`config.mk`:
```
export PLATFORM = sky130hd
export DESIGN_NAME = display_3bits_counter
export DESIGN_NICKNAME = d
export VERILOG_FILES = /design/src/rtl/display_pkg.sv /design/src/rtl/display_3bits_counter_debounce.sv /design/src/rtl/display_3bits_counter.sv
export SDC_FILE = /design/constraint.sdc
export NUM_CORES = 1
export LEC_CHECK = 0
export ABC_CLOCK_PERIOD_IN_PS = 1800
export CORE_UTILIZATION = 52
export CTS_CLUSTER_DIAMETER = 150
export CTS_CLUSTER_SIZE = 30
export DETAILED_ROUTE_END_ITERATION = 8
export DONT_BUFFER_PORTS = 1
export PLACE_DENSITY = 0.69
export SLEW_MARGIN = 10
export SYNTH_ARGS = -nofsm -noshare
export SYNTH_HDL_FRONTEND = slang
export SYNTH_SLANG_ARGS = --single-unit
export TNS_END_PERCENT = 10
```
`constraint.sdc`:
```
create_clock -name clk -period 1.8 [get_ports clk]
set_clock_uncertainty 0.15 [all_clocks]
set_input_delay 0.18 -clock clk [delete_from_list [all_inputs] [get_ports clk]]
set_output_delay 0.18 -clock clk [all_outputs]
set_load 0.02 [all_outputs]
```
`src/rtl/display_pkg.sv`:
```
// Shared constants and helpers for the 3-bit up/down display counter.
// The helper sizes each button's debounce counter from its hold length.
package display_pkg;

    localparam int COUNT_W                 = 3;
    localparam int DEBOUNCE_CYCLES_DEFAULT = 4;

    // Bits needed to count from 0 up to cycles-1 (at least one bit).
    function automatic int debounce_cnt_w(input int cycles);
        int w;
        w = 1;
        while ((1 << w) < cycles) w = w + 1;
        return w;
    endfunction

endpackage

```
`src/rtl/display_3bits_counter_debounce.sv`:
```
// One pushbutton path: 2-flop synchronizer, hold-time debounce and a
// registered one-cycle pulse on each accepted press (0->1 of the stable level).
module button_debounce
    import display_pkg::*;
#(
    parameter int DEBOUNCE_CYCLES = DEBOUNCE_CYCLES_DEFAULT
) (
    input  logic clk_i,
    input  logic rst_i,
    input  logic btn_i,
    output logic press_o
);

    localparam int            CW       = debounce_cnt_w(DEBOUNCE_CYCLES);
    localparam logic [CW-1:0] CNT_LAST = CW'(DEBOUNCE_CYCLES - 1);

    logic          sync1_q;
    logic          sync2_q;
    logic          stable_q;
    logic          stable_d;
    logic          press_q;
    logic          press_d;
    logic [CW-1:0] cnt_q;
    logic [CW-1:0] cnt_d;

    // The counter only runs while the synchronized level disagrees with the
    // accepted one; any agreement restarts the hold window from zero.
    always_comb begin
        stable_d = stable_q;
        press_d  = 1'b0;
        cnt_d    = '0;
        if (sync2_q != stable_q) begin
            if (cnt_q == CNT_LAST) begin
                stable_d = sync2_q;
                press_d  = sync2_q;
            end else begin
                cnt_d = cnt_q + 1'b1;
            end
        end
    end

    always_ff @(posedge clk_i) begin
        if (rst_i) begin
            sync1_q  <= 1'b0;
            sync2_q  <= 1'b0;
            stable_q <= 1'b0;
            press_q  <= 1'b0;
            cnt_q    <= '0;
        end else begin
            sync1_q  <= btn_i;
            sync2_q  <= sync1_q;
            stable_q <= stable_d;
            press_q  <= press_d;
            cnt_q    <= cnt_d;
        end
    end

    assign press_o = press_q;

endmodule

```
`src/rtl/display_3bits_counter.sv`:
```
// 3-bit modulo-8 up/down counter driven by two debounced pushbuttons,
// with synchronous load, enable gating and registered wrap/changed pulses.
module display_3bits_counter
    import display_pkg::*;
#(
    parameter int DEBOUNCE_CYCLES = DEBOUNCE_CYCLES_DEFAULT
) (
    input  logic               clk,
    input  logic               rst,
    input  logic               btn_up,
    input  logic               btn_down,
    input  logic               enable,
    input  logic               load,
    input  logic [COUNT_W-1:0] load_value,
    output logic [COUNT_W-1:0] count,
    output logic               wrap,
    output logic               changed
);

    localparam logic [COUNT_W-1:0] CNT_MAX = '1;
    localparam logic [COUNT_W-1:0] CNT_MIN = '0;

    logic               up_press;
    logic               down_press;
    logic [COUNT_W-1:0] count_q;
    logic [COUNT_W-1:0] count_d;
    logic               wrap_q;
    logic               wrap_d;
    logic               changed_q;
    logic               changed_d;

    button_debounce #(.DEBOUNCE_CYCLES(DEBOUNCE_CYCLES)) u_up_debounce (
        .clk_i   (clk),
        .rst_i   (rst),
        .btn_i   (btn_up),
        .press_o (up_press)
    );

    button_debounce #(.DEBOUNCE_CYCLES(DEBOUNCE_CYCLES)) u_down_debounce (
        .clk_i   (clk),
        .rst_i   (rst),
        .btn_i   (btn_down),
        .press_o (down_press)
    );

    // Load wins over everything and swallows any coincident press;
    // simultaneous up and down presses cancel each other.
    always_comb begin
        count_d   = count_q;
        wrap_d    = 1'b0;
        changed_d = 1'b0;
        if (load) begin
            count_d   = load_value;
            changed_d = (load_value != count_q);
        end else if (enable) begin
            if (up_press && !down_press) begin
                count_d   = count_q + 1'b1;
                wrap_d    = (count_q == CNT_MAX);
                changed_d = 1'b1;
            end else if (down_press && !up_press) begin
                count_d   = count_q - 1'b1;
                wrap_d    = (count_q == CNT_MIN);
                changed_d = 1'b1;
            end
        end
    end

    always_ff @(posedge clk) begin
        if (rst) begin
            count_q   <= '0;
            wrap_q    <= 1'b0;
            changed_q <= 1'b0;
        end else begin
            count_q   <= count_d;
            wrap_q    <= wrap_d;
            changed_q <= changed_d;
        end
    end

    assign count   = count_q;
    assign wrap    = wrap_q;
    assign changed = changed_q;

endmodule

```
# After elaboration in Yosys (flattened, before gate mapping)
# Cells that the tools add are included.
# totals
reg_bits	17
inputBits	9
out_inout_bits	5
word_cells	53
# classes
n_addsub	4
eq_ne	6
n_mux	10
bitwise_logic	5
reduce_logical	15
# op_table
cell	n
3-bit OR reduction	5
3-bit 2-to-1 mux	4
1-bit 2-to-1 mux	6
2-bit AND reduction	3
1-bit inverter	5
2-bit by 1-bit adder with 2-bit output (second input constant)	2
2-bit == test (second input constant)	2
3-bit by 1-bit adder with 3-bit output (second input constant)	1
3-bit == test (second input constant)	1
3-bit logical NOT	1
3-bit != test	1
3-bit nonzero test	1
3-bit by 1-bit subtractor with 3-bit output (second input constant)	1
1-bit logical AND	2
1-bit logical NOT	2
1-bit != test	2
2-bit nonzero test	1

# Depth between registers and ports, before layout
# logic_depth
word_depth	6
depth_mapped	7
mapped_depth_nobuf	7

# Modules after synthesis
# A second synthesis with hierarchy kept.
# hier_totals
hier_cells	69
hier_area_um2	730.7
# modules_own_cells
module	n_inst	cells_each	area_each_um2	seq_area_each_um2
button_debounce	2	15	201.4	120.1
display_3bits_counter	1	39	327.8	100.1

# Worst setup path before layout
# OpenSTA, ideal clock, no wires.
# synth_timing
path_kind	register to register
start	register u_down_debounce.press_q, in the netlist u_down_debounce.press_o
end	register count_q[2], in the netlist count[2]
setup_time_ns	0.116
arrival_ns	1.669
t_required_ns	1.534
slack_ns	-0.135
path_stages_with_launch	8
synth_period_minus_slack_ns	1.935
cell_sequence	dfxtp_1 -> inv_1 -> ha_1 -> inv_1 -> fa_1 -> and3_1 -> or4_1 -> and3_1
# synth_between
elab_chain_cells	5
# synth_rtl
item	line_no	rtl
start, declared	display_3bits_counter_debounce.sv:21	logic press_q;
start signal, assigned	display_3bits_counter_debounce.sv:53	press_q <= press_d;
1-bit logical NOT	display_3bits_counter.sv:56	if (up_press && !down_press) begin
1-bit logical AND	display_3bits_counter.sv:56	
3-bit 2-to-1 mux	display_3bits_counter.sv:56	
3-bit 2-to-1 mux	display_3bits_counter.sv:55	end else if (enable) begin
3-bit 2-to-1 mux	display_3bits_counter.sv:52	if (load) begin
end signal, assigned	display_3bits_counter.sv:74	count_q <= count_d;
end, declared	display_3bits_counter.sv:25	logic [COUNT_W-1:0] count_q;
# Several ways; a longest one is shown, not always the timed one. The select of a mux whose other input is x is not followed.
# A chain may end at the register's enable or synchronous reset.

# Worst setup path after layout
# Ends and elaborated chain as after synthesis.

==> results.md <==
* Achievable frequency at ~540 MHz
* Remaining Overflow, GRT at 0
* Startpoint types: flip-flop
* Synth Instances at 74
* Total CTS buffers at 3
* Synth Flop Type: dfxtp_1
* Final Cycle Share at 103%
* Sequential cell area at 343 um2
* Largest net degree at the start of global routing at 16
* #FFs+latches synth at 17
* Post-synthesis area per instance at between 9 and 10 um2
* Endpoint type of the worst setup path: flip-flop
* Synth Net Count at 88
* Critical Path RT at roughly 1.8 ns
* Reg power frac at between 60% and 70%
* Post-Route WL at between 1000 and 1500 um
* Sink Count at 17
* Reg2reg path depth at 7
* Io pins at 14
* Antenna violations before repair at 0
* Max FO, Critical Path at 2
* Area of the multi-input gates at roughly 370 um2
* Leading area contributor after synthesis: dfxtp_1
* DR DRC count at 0
* EDFF count, synth at 0
* Most frequent cell after synthesis: dfxtp_1
* Wirelength per Cell at about 12 um
* Port Buffers at 0
* Yosys warnings at 0
* Worst setup startpoint: u_down_debounce.press_o
* Failing checks: negative setup slack
* Final Hold Viols at 0
* CP Data Arrival Time at around 1.9 ns
* R2R setup slack at -0.05 ns
* Core box area at 1300 um2
* Critical Path End: count[2]
* Sequential share of the synthesized area at 47.1%
* Slew margin rel. at 65.7%
* Die W at just under 40 um
* Die area at 1540 um2
* Post-synth cell types at 23
* Fillers at 113
* Detailed Routing Iterations Pass 1 at 4
* First-pass GRT wire length at roughly 1900 um
* Row count at 13
* Worst Hold Class: in2reg
* Pint at around 0.51 mW
* Final min period at 1.85 ns
* Starting Density at 55.5%
* Post-route setup slack at -0.0469 ns
* Die height at ~39 um
* FFs w/ async S/R, synth at 0%
* Worst Max-Slew Pin Slew at a little over 0.5 ns
* Mapped cell area at 722 um2
* Final Cell Area at 895 um2
* Setup Viol. Count Final at 1
* Placed cell area at 782 um2
* RR Startpoint: u_down_debounce.press_o
* Max FFs per register at 3
* Clock share of power at 29.7%
* Area grow syn2layout at 23.9%
* Post-DP HPWL at around 900 um
* Total track usage at around a fifth
* Bufs on Longest Clock Path at 2
* Slew Limit Fails at 0
* RSZ-0062 raised after global routing: true
* Via count at between 500 and 600
* Net Sw Frac at a little under a quarter
* Via density at roughly 5.2
* Starting DRC count in detailed routing at 12
* Layout cells sized above 1 at between 10% and 20%
* Post-DRT Antenna Nets at 0
* Diode count at 0
* Switching power at 0.154 mW
* Top cell type's share of synthesized area at roughly 47%
* RR Endpoint: count[2]
* Status: finished with violations
* Root Driver: clkbuf_4
* H-tree levels at 1
* Vias in the first global route at 503
* Top cells by count, synth: 17 x dfxtp_1, 9 x nor2_1, 8 x inv_1
* CTS tree: built
* Max rail drop VDD at about 0.49 mV
* Max_cap viols at 0
* Power density cells at between 700 and 800 nW/um2
* Setup CP Type: reg2reg
* Nets@finish at around 100
* Hold_ws at approximately 0.013 ns
* Combinational power share at about a tenth
* Leak at roughly 0.36 nW
* Synth area leaders: dfxtp_1 47%, ha_1 6.9%, xor2_1 4.9%, nor2_1 4.7%, mux2i_1 4.2%
* RD Place Congestion at between 0.6 and 0.7
* Clk_lat worst skew at 0.28 ns
* CTS clock-pin slew for the worst setup and hold paths at roughly 0.090 ns
-- routing by layer --
metal / vias to the layer above / GRT usage (%) / routed length, um
met1: 244 / 20.2 / 534
met5: - / 0 / 0
met3: 4 / 5.11 / 56
li1: 277 / - / -
met4: 0 / 10.3 / 21
met2: 14 / 33.8 / 644
-- power groups by stage --
stage	combinational, mW	sequential (mW)	clock, mW
global placement	0.0450	0.408	0
finish	0.0660	0.400	0.197
detailed placement	0.0470	0.409	0
floorplan	0.0310	0.414	0
CTS	0.0657	0.400	0.207
global route	0.0725	0.401	0.222
-- area by class of cell --
class                           count  area share [%]
Clock buffer                        4            2.94
Inverter                            8            3.36
Multi-Input combinational cell     48            41.8
Sequential cell                    17            38.3
Tap cell                           15            2.10
Timing Repair Buffer               11            11.5
-- placed cells by master, fill, tap and decap left out, drive strengths merged --
cell type,instances
o211ai,1
buf,3
mux2i,3
or3,2
nand4,1
nor4bb,3
nor2,9
a21oi,3
dfxtp,17
nor2b,4
dlygate4sd3,8
o21ai,1
and3,2
ha,4
xnor2,2
nor3,2
nand3,1
or4,1
clkbuf,4
nand2,1
a211oi,2
xor2,4
fa,1
inv,8
nor4,1
-- critical path: stages (launching register included) --
cell and delay, ns:
dfxtp_2 0.34, inv_2 0.06, ha_4 0.12, inv_2 0.04
fa_2 0.35, and3_4 0.18, or4_1 0.37, and3_1 0.15
-- worst min-delay path by stage --
stage | from | to | slack (ns) | depth (start not counted)
final | load | count[0] | 0.01 | 2
after global routing | load | count[0] | 0.03 | 2
after CTS | load | count[0] | 0.01 | 3
after detailed placement | rst | u_down_debounce.press_o | 0.10 | 1
after global placement | rst | u_up_debounce.sync2_q | 0.10 | 1
after floorplan | rst | u_down_debounce.press_o | 0.10 | 1
-- metrics by stage --
stage / setup slack [ns] / power (mW) / cells / util (%) / TNS [ns]
3_5_place_dp: -0.0571 / 0.456 / 91 / 60.1 / -0.0571
3_3_place_gp: -0.0159 / 0.453 / 91 / 60.1 / -0.0159
5_1_grt: -0.0871 / 0.696 / 103 / 68.8 / -0.0871
2_1_floorplan: -0.0245 / 0.445 / 74 / - / -0.0245
4_1_cts: -0.0440 / 0.673 / 103 / 68.3 / -0.0440
6_report: -0.0469 / 0.663 / 103 / 68.8 / -0.0469
-- kinds of logic after synthesis --
logic type | synth area share, %
muxes | 4.16
AOI/OAI and AO/OA | 5.89
adders and majority gates | 9.71
and+or+nand+nor | 21.1
xor gates and xnor gates | 7.28
DFF | 47.1
buffers and inverters | 4.68
-- timing repair --
| item | in CTS | in global routing |
|---|---|---|
| buffers inserted | 0 | 0 |
| endpoints found under the hold margin | 17 | 0 |
| gates resized for setup | 0 | 1 |
| pin swaps | 1 | 0 |
| hold buffers | 8 | 0 |
| endpoints found under the setup margin | 1 | 1 |
(Power assumes the default switching activity.)
